$ cat src/rtl/joypad_uart.sv
// Joypad register (sel/buttons, active-low nibble) fed by an 8N1 UART receiver; optional echo TX under JOYPAD_TX_ECHO_EN.
// Latency: buttons update at the stop-bit sample edge, joy_int one edge later; CPU read data is combinational.
// Backpressure: none; the echo TX keeps one pending byte and a newer byte overwrites it.
module joypad_uart #(
    parameter logic [15:0] ADDR         = 16'hFF00,
    parameter int          CLKS_PER_BIT = 9,
    parameter int          SYNC_STAGES  = 2
) (
    input  logic        clockgb,
    input  logic        resetn,
    input  logic [15:0] address,
    input  logic [7:0]  indata,
    output logic [7:0]  outdata,
    input  logic        load,
    input  logic        store,
    output logic        joy_int,
    input  logic        UART_RX,
    output logic        UART_TX
);

    localparam logic [1:0] ST_IDLE  = 2'd0;
    localparam logic [1:0] ST_START = 2'd1;
    localparam logic [1:0] ST_DATA  = 2'd2;
    localparam logic [1:0] ST_STOP  = 2'd3;

    localparam logic [7:0] BIT_LAST  = 8'(CLKS_PER_BIT - 1);
    localparam logic [7:0] HALF_LAST = 8'(CLKS_PER_BIT / 2 - 1);

    logic [SYNC_STAGES-1:0] sync_q, sync_d;
    logic                   rx_s;

    logic [1:0] rx_state_q, rx_state_d;
    logic [7:0] rx_baud_q, rx_baud_d;
    logic [2:0] rx_bit_q, rx_bit_d;
    logic [7:0] rx_shift_q, rx_shift_d;
    logic       rx_ferr_q, rx_ferr_d;
    logic       rx_accept;

    logic [1:0] sel_q, sel_d;
    logic [7:0] buttons_q, buttons_d;
    logic [3:0] nib;
    logic [3:0] nib_prev_q, nib_prev_d;
    logic       joy_int_q, joy_int_d;
    logic       reg_hit;

    logic unused_indata;
    assign unused_indata = ^{indata[7:6], indata[3:0]};

    assign rx_s = sync_q[SYNC_STAGES-1];

    // Receiver: counters restart on every state entry so each bit is timed from the start-bit midpoint.
    always_comb begin
        sync_d     = {sync_q[SYNC_STAGES-2:0], UART_RX};
        rx_state_d = rx_state_q;
        rx_baud_d  = rx_baud_q + 8'd1;
        rx_bit_d   = rx_bit_q;
        rx_shift_d = rx_shift_q;
        rx_ferr_d  = rx_ferr_q;
        rx_accept  = 1'b0;
        case (rx_state_q)
            ST_IDLE: begin
                rx_baud_d = 8'd0;
                rx_bit_d  = 3'd0;
                rx_ferr_d = 1'b0;
                if (!rx_s) rx_state_d = ST_START;
            end
            ST_START: begin
                if (rx_baud_q == HALF_LAST) begin
                    rx_baud_d  = 8'd0;
                    rx_state_d = rx_s ? ST_IDLE : ST_DATA;
                end
            end
            ST_DATA: begin
                if (rx_baud_q == BIT_LAST) begin
                    rx_baud_d  = 8'd0;
                    rx_shift_d = {rx_s, rx_shift_q[7:1]};
                    rx_bit_d   = rx_bit_q + 3'd1;
                    if (rx_bit_q == 3'd7) begin
                        rx_bit_d   = 3'd0;
                        rx_state_d = ST_STOP;
                    end
                end
            end
            default: begin
                if (rx_ferr_q) begin
                    rx_baud_d = 8'd0;
                    if (rx_s) rx_state_d = ST_IDLE;
                end else if (rx_baud_q == BIT_LAST) begin
                    rx_baud_d = 8'd0;
                    if (rx_s) begin
                        rx_accept  = 1'b1;
                        rx_state_d = ST_IDLE;
                    end else begin
                        rx_ferr_d = 1'b1;
                    end
                end
            end
        endcase
    end

    assign reg_hit = (address == ADDR);

    always_comb begin
        sel_d     = (store && reg_hit) ? indata[5:4] : sel_q;
        buttons_d = rx_accept ? rx_shift_q : buttons_q;
        nib       = 4'hF;
        if (!sel_q[0]) nib = nib & ~buttons_q[3:0];
        if (!sel_q[1]) nib = nib & ~buttons_q[7:4];
        nib_prev_d = nib;
        // Only falling nibble bits (new press or newly selected pressed key) interrupt.
        joy_int_d  = |(nib_prev_q & ~nib);
        outdata    = (load && reg_hit) ? {2'b11, sel_q, nib} : 8'hFF;
    end

    assign joy_int = joy_int_q;

    always_ff @(posedge clockgb) begin
        if (!resetn) begin
            sync_q     <= '1;
            rx_state_q <= ST_IDLE;
            rx_baud_q  <= 8'd0;
            rx_bit_q   <= 3'd0;
            rx_shift_q <= 8'd0;
            rx_ferr_q  <= 1'b0;
            sel_q      <= 2'b11;
            buttons_q  <= 8'h00;
            nib_prev_q <= 4'hF;
            joy_int_q  <= 1'b0;
        end else begin
            sync_q     <= sync_d;
            rx_state_q <= rx_state_d;
            rx_baud_q  <= rx_baud_d;
            rx_bit_q   <= rx_bit_d;
            rx_shift_q <= rx_shift_d;
            rx_ferr_q  <= rx_ferr_d;
            sel_q      <= sel_d;
            buttons_q  <= buttons_d;
            nib_prev_q <= nib_prev_d;
            joy_int_q  <= joy_int_d;
        end
    end

`ifdef JOYPAD_TX_ECHO_EN
    logic [1:0] tx_state_q, tx_state_d;
    logic [7:0] tx_baud_q, tx_baud_d;
    logic [2:0] tx_bit_q, tx_bit_d;
    logic [7:0] tx_shift_q, tx_shift_d;
    logic       tx_q, tx_d;
    logic       pend_vld_q, pend_vld_d;
    logic [7:0] pend_q, pend_d;
    logic       pend_take;

    // Echo transmitter: chains straight from STOP into START when a byte is pending.
    always_comb begin
        tx_state_d = tx_state_q;
        tx_baud_d  = tx_baud_q + 8'd1;
        tx_bit_d   = tx_bit_q;
        tx_shift_d = tx_shift_q;
        pend_take  = 1'b0;
        case (tx_state_q)
            ST_IDLE: begin
                tx_baud_d = 8'd0;
                tx_bit_d  = 3'd0;
                if (pend_vld_q) begin
                    tx_state_d = ST_START;
                    tx_shift_d = pend_q;
                    pend_take  = 1'b1;
                end
            end
            ST_START: begin
                if (tx_baud_q == BIT_LAST) begin
                    tx_baud_d  = 8'd0;
                    tx_state_d = ST_DATA;
                end
            end
            ST_DATA: begin
                if (tx_baud_q == BIT_LAST) begin
                    tx_baud_d  = 8'd0;
                    tx_shift_d = {1'b0, tx_shift_q[7:1]};
                    tx_bit_d   = tx_bit_q + 3'd1;
                    if (tx_bit_q == 3'd7) begin
                        tx_bit_d   = 3'd0;
                        tx_state_d = ST_STOP;
                    end
                end
            end
            default: begin
                if (tx_baud_q == BIT_LAST) begin
                    tx_baud_d = 8'd0;
                    if (pend_vld_q) begin
                        tx_state_d = ST_START;
                        tx_shift_d = pend_q;
                        pend_take  = 1'b1;
                    end else begin
                        tx_state_d = ST_IDLE;
                    end
                end
            end
        endcase
        pend_vld_d = rx_accept ? 1'b1 : (pend_take ? 1'b0 : pend_vld_q);
        pend_d     = rx_accept ? rx_shift_q : pend_q;
        case (tx_state_d)
            ST_START: tx_d = 1'b0;
            ST_DATA:  tx_d = tx_shift_d[0];
            default:  tx_d = 1'b1;
        endcase
    end

    always_ff @(posedge clockgb) begin
        if (!resetn) begin
            tx_state_q <= ST_IDLE;
            tx_baud_q  <= 8'd0;
            tx_bit_q   <= 3'd0;
            tx_shift_q <= 8'd0;
            tx_q       <= 1'b1;
            pend_vld_q <= 1'b0;
            pend_q     <= 8'd0;
        end else begin
            tx_state_q <= tx_state_d;
            tx_baud_q  <= tx_baud_d;
            tx_bit_q   <= tx_bit_d;
            tx_shift_q <= tx_shift_d;
            tx_q       <= tx_d;
            pend_vld_q <= pend_vld_d;
            pend_q     <= pend_d;
        end
    end

    assign UART_TX = tx_q;
`else
    assign UART_TX = 1'b1;
`endif

endmodule

$ cat config.mk
export PLATFORM = sky130hd
export DESIGN_NAME = joypad_uart
export DESIGN_NICKNAME = d
export VERILOG_FILES = /design/src/rtl/joypad_uart.sv
export SDC_FILE = /design/constraint.sdc
export NUM_CORES = 1
export LEC_CHECK = 0
export CAP_MARGIN = 20
export CORE_ASPECT_RATIO = 1.75
export CORE_MARGIN = 2
export CORE_UTILIZATION = 45
export CTS_CLUSTER_SIZE = 30
export DETAILED_ROUTE_END_ITERATION = 8
export PLACE_DENSITY = 0.74
export SLEW_MARGIN = 20
export SYNTH_ARGS = -nofsm -noshare
export SYNTH_HDL_FRONTEND = slang
export SYNTH_SLANG_ARGS = --single-unit
$ cat constraint.sdc
create_clock -name clockgb -period 3.5 [get_ports clockgb]
set_input_delay 1.05 -clock clockgb [delete_from_list [all_inputs] [get_ports clockgb]]
set_output_delay 1.05 -clock clockgb [all_outputs]
set_load 0.05 [all_outputs]
* Word-level counts from Yosys, hierarchy flattened
Cells that the tools add are included.
** Storage, ports and cells
- Register bits after elaboration :: 39
- Bits in latches :: 0
- RAM bits :: 0
- Bits in read-only memories :: 0
- Logic and storage cells :: 65
- Memories kept :: 0
** Operators by class
- Add/subtract/negate cells :: 2
- $mul :: 0
- Divide/modulo/power cells :: 0
- Order comparisons :: 0
- Equal/unequal tests :: 10
- Shift operators :: 0
- Muxes and demuxes :: 27
- Bitwise operators :: 5
- Reductions and logical operators :: 11
** Operator list (count)
- 8-bit two-way mux :: 3
- 8-bit case mux with 3 select lines :: 1
- 16-bit == test, second input constant :: 1
- 2-bit two-way mux :: 8
- 4-bit inverter :: 3
- 8-bit by 1-bit adder with 8-bit output, second input constant :: 1
- 4-bit bitwise AND :: 2
- 8-bit by 2-bit == test with 1-bit output, second input constant :: 1
- 8-bit by 4-bit == test with 1-bit output, second input constant :: 1
- 4-bit two-way mux :: 2
- 2-bit != test, second input constant :: 4
- 1-bit two-way mux :: 7
- 3-bit two-way mux :: 2
- 6-bit two-way mux :: 1
- 2-bit case mux with 3 select lines :: 1
- 3-bit case mux with 2 select lines :: 1
- 5-bit AND reduction :: 1
- 2-bit AND reduction :: 2
- 4-bit nonzero test :: 1
- 4-bit OR reduction :: 1
- 3-bit by 1-bit adder with 3-bit output, second input constant :: 1
- 3-bit == test, second input constant :: 1
- 3-bit OR reduction :: 1
- 2-bit by 1-bit == test with 1-bit output, second input constant :: 1
- 6 further kinds :: 7

* Longest topological paths before layout
- Depth in word-level cells :: 7
- Depth in mapped cells :: 9
- Mapped depth without buffers :: 7

* Least setup slack after synthesis
No wires, ideal clock.
- Path kind :: input to output
- Start :: input address[1]
- End :: output outdata[4]
- Arrival time :: 2.460 ns
- Required time :: 2.450 ns
- Setup slack :: -0.010 ns
- Stages :: 4
- Path buffers :: 0
- Cells stage by stage :: or4_1 > nor4_4 > and2_4 > nand2b_1
** Between the ends
- Longest elaborated chain between the ends :: 3
** Ends and longest elaborated chain
- from (decl) :: line 11 : input logic [15:0] address,
- 16-bit == test :: line 101 : assign reg_hit = (address == ADDR);
- 1-bit logical AND :: line 112 : outdata = (load && reg_hit) ? {2'b11, sel_q, nib} : 8'hFF;
- 6-bit two-way mux :: line 112
- to (decl) :: line 13 : output logic [7:0] outdata,
No other way between the ends.

* Worst setup path after layout
- Start :: input address[7]
- End :: output outdata[4]
Same word-level chain as after synthesis.

==> flow_summary.yaml <==
die:
  num_rows: 31
  die_height_um: 89.38
  initial_standard_cell_utilization_of_the_core_pct: 46.02
  floorplan_core_area_mm2: 0.004073
  floorplan.io_pins: 39
  die_area_mm2: 0.004718
  die-width_um: 52.79
synthesis:
  ys_warn_count: 0
  dominantRegCellSynth: "sky130_fd_sc_hd__dfxtp_1"
  yosysMostFrequentCell: "sky130_fd_sc_hd__dfxtp_1"
  yosysTopAreaCell: "sky130_fd_sc_hd__dfxtp_1"
  synth-edff-count: 0
  syn-cell-area_mm2: 0.001874
  syn-mean-instance-area_um2: 9.233
  synth_cells: 203
  synth-seq-area-share_pct: 41.66
  netlist-cell-type-count: 46
  synth_top_cells_by_count: "sky130_fd_sc_hd__dfxtp_1 (39), sky130_fd_sc_hd__nand2_1 (20), sky130_fd_sc_hd__inv_1 (15), sky130_fd_sc_hd__nand3_1 (12), sky130_fd_sc_hd__nor2_1 (12)"
  synth_seq_cells: 39
  yosys.area.top_type_share_pct: 41.66
  ys_top_cells_by_area: "sky130_fd_sc_hd__dfxtp_1 (42%), sky130_fd_sc_hd__ha_1 (5.3%), sky130_fd_sc_hd__mux2i_1 (4.8%)"
  synthArstFlopShare_pct: 0
clock_tree:
  cts_clk_pin_slew_worst_paths_ps: 80
  h-tree-depth: 2
  cts_hold_repair.buffers: 0
  tritoncts_clock_tree: "built"
  cts.path.max_buffers: 2
  numCtsBuffers: 5
  clock_sink_count: 39
  clk-insertion-delay-late_ps: 290
  cts_root_buf: "sky130_fd_sc_hd__clkbuf_8"
sta:
  maxSlewViolCount: 0
  finalSetupViolCount: 2
  finClkSkew_ps: 3.938
  maxClockFrequency_mhz: 283.8
  min_period_ps: 3523
  timing.final.crit_share_pct: 100.7
  worst_slew_pin_slew_ps: 805.8
  hold_viol_final: 0
  post-route-worst-setup-slack_ps: -23.32
  finalSetupTns_ps: -26.29
  maxSlewHeadroom_pct: 46.11
  rsz_0062_raised_after_global_routing: "yes"
global_route:
  overflow: 0
  global_route.usage.total_pct: 16.68
  grt_first_pass_wirelength_um: 5809
  antenna_found_initial: 0
  maximum_number_of_pins_on_one_net_before_global_route_repair: 24
  first_global_vias: 1354
min_path:
  worstHoldEndpoint: "sync_q[1]$_SDFF_PN1_"
  worst_hold_path.num_cells: 1
  worstHoldPathType: "reg -> reg"
  timing.hold.worst.start: "sync_q[0]$_SDFF_PN1_"
power:
  power_density_mw_per_mm2: 419.1
  irDropWorstVdd_mv: 0.2539
  leakagePower_nw: 0.9201
setup_path:
  cell_at_the_slowest_stage_of_the_critical_path: "sky130_fd_sc_hd__or4b_4"
  setup.worst_path.start_class: "primary input"
  r2r_start: "rx_state_q[0]$_SDFFE_PN0P_"
  timing.reg2reg.setup_slack_ps: 1570
  worst-r2r-cell-count: 6
  crit_path_cells: "buf_6 -> or4b_4 -> nor4_4 -> and2_4 -> nand2b_1 -> buf_6"
  cp_common_cell: "sky130_fd_sc_hd__buf_6"
  worst-setup-path-type: "in -> out"
  worst_path_largest_cell_delay_ps: 540
  worstPathMaxFanout: 6
  crit_path_from: "address[7]"
  worstPathArrival_ps: 2470
  end_kind: "primary output"
  worst_flop_to_flop_path_endpoint: "rx_state_q[1]$_SDFFE_PN0P_"
  required_time_at_the_endpoint_of_the_critical_path_ps: 2450
layout:
  n_fill_cell: 379
  final_layout_size_suffix_gt1_share_pct: 16.95
  final_cells: 285
  synthToLayoutAreaGrowth_pct: 23.97
  antenna_cells_inserted: 0
  nets: 272
routing:
  post_drt_wl_per_cell_um: 12.50
  num_vias: 1443
  route.detailed.vias_per_inst: 5.063
  postRouteAntennaNets: 0
  drc: 0
  detailed_router_s_first_iteration_violation_count: 18
  drt_pre_antenna_iters: 3
  finalWirelength_um: 3562
placed_design:
  place_ws_ps: -436.0
  dpl.hpwl_um: 2581
  buffer_ports.inserted: 29
  gp_routability_congestion: 0.7728
  dp_cells: 275
job:
  timing.max_cap.violations: 0
outcome:
  violations: "setup timing"
  run_status: "finished, violations left"
where the power goes:
part           total, W  switching, W  internal [W]  leakage (nW)
logic          0.000134     0.0000756     0.0000589         0.547
registers      0.000463     0.0000104      0.000453         0.315
clock network  0.000376      0.000164      0.000212        0.0581
area by class of cell:
class	count	area, um^2	area share, %
clock buffers	5	68.82	2.962
well taps	49	61.31	2.639
multi-input cells	142	1010	43.46
repair buffers	32	302.8	13.03
inverters	15	56.30	2.423
clock inverters	3	43.79	1.885
flip-flops and latches	39	780.7	33.60
sequential cells by signal (all words and copies together), names as in the netlist:
name        flops
rx_bit_q        3
sel_q           2
rx_ferr_q       1
rx_state_q      2
buttons_q       8
rx_baud_q       8
joy_int         1
nib_prev_q      4
rx_shift_q      8
sync_q          2
cell usage in the layout, fill, tap and decap left out, drive strengths merged, types with 5 or more instances in the layout:
cell type,n
buf,12
inv,15
mux2i,9
nor2,13
nand2b,5
clkbuf,6
dfxtp,39
nand2,21
ha,8
a21boi,10
o21ai,6
nand3,12
nor2b,11
clkdlybuf4s50,11
dlygate4sd2,6
worst max-delay path, delay by kind of cell:
| kind | cells | cell delay [ps] |
|---|---|---|
| simple gates | 4 | 1180 |
| buf+inv | 2 | 250 |
worst max-delay path by stage:
stage / slack, ps / end
final: -20 / outdata[4]
after global routing: -80 / outdata[4]
after CTS: 3 / outdata[4]
after detailed placement: -440 / outdata[5]
after global placement: -410 / outdata[2]
after floorplan: -10 / outdata[4]
stage by stage:
| step | power, W | hold slack, ps | utilization [%] | instance area (um^2) |
|---|---|---|---|---|
| 2_1_floorplan | 0.0005675 | 386.3 | - | 1882 |
| 4_1_cts | 0.0009844 | 416.6 | 57.08 | 2325 |
| 3_3_place_gp | 0.0006098 | 390.4 | 53.18 | 2166 |
| 6_report | 0.0009737 | 412.7 | 57.05 | 2323 |
| 3_5_place_dp | 0.0006122 | 397.2 | 53.18 | 2166 |
| 5_1_grt | 0.001022 | 422.6 | 57.05 | 2323 |
layer usage:
metal  vias up  track usage (%)  part of all wire (%)
met1       668            16.58                    41
met4         0            6.993                   1.9
met5         -                0                     0
met2        19            31.59                    55
met3         5            4.181                   2.9
li1        751                -                     -
kinds of logic (layout without fill, tap and decap cells):
| kind of cell | count (synthesis) | count (layout) | share of synthesized area (%) |
|---|---|---|---|
| AO/OA/AOI/OAI | 33 | 33 | 12.62 |
| XOR/XNOR | 6 | 6 | 2.804 |
| adder cells (fa/ha/maj) | 8 | 8 | 5.341 |
| buffers and inverters | 24 | 55 | 6.208 |
| flip-flops | 39 | 39 | 41.66 |
| multiplexers | 9 | 9 | 4.807 |
| other | 1 | 3 | 0.2001 |
| AND/OR/NAND/NOR | 83 | 83 | 26.37 |
repair_timing:
action                     CTS  global route
setup buffers                2             0
resized for setup           35             2
setup endpoints to repair    6             6
pin swaps                    5             1
hold endpoints to repair     0             0
Note: power is estimated with default switching activity, not from simulation.
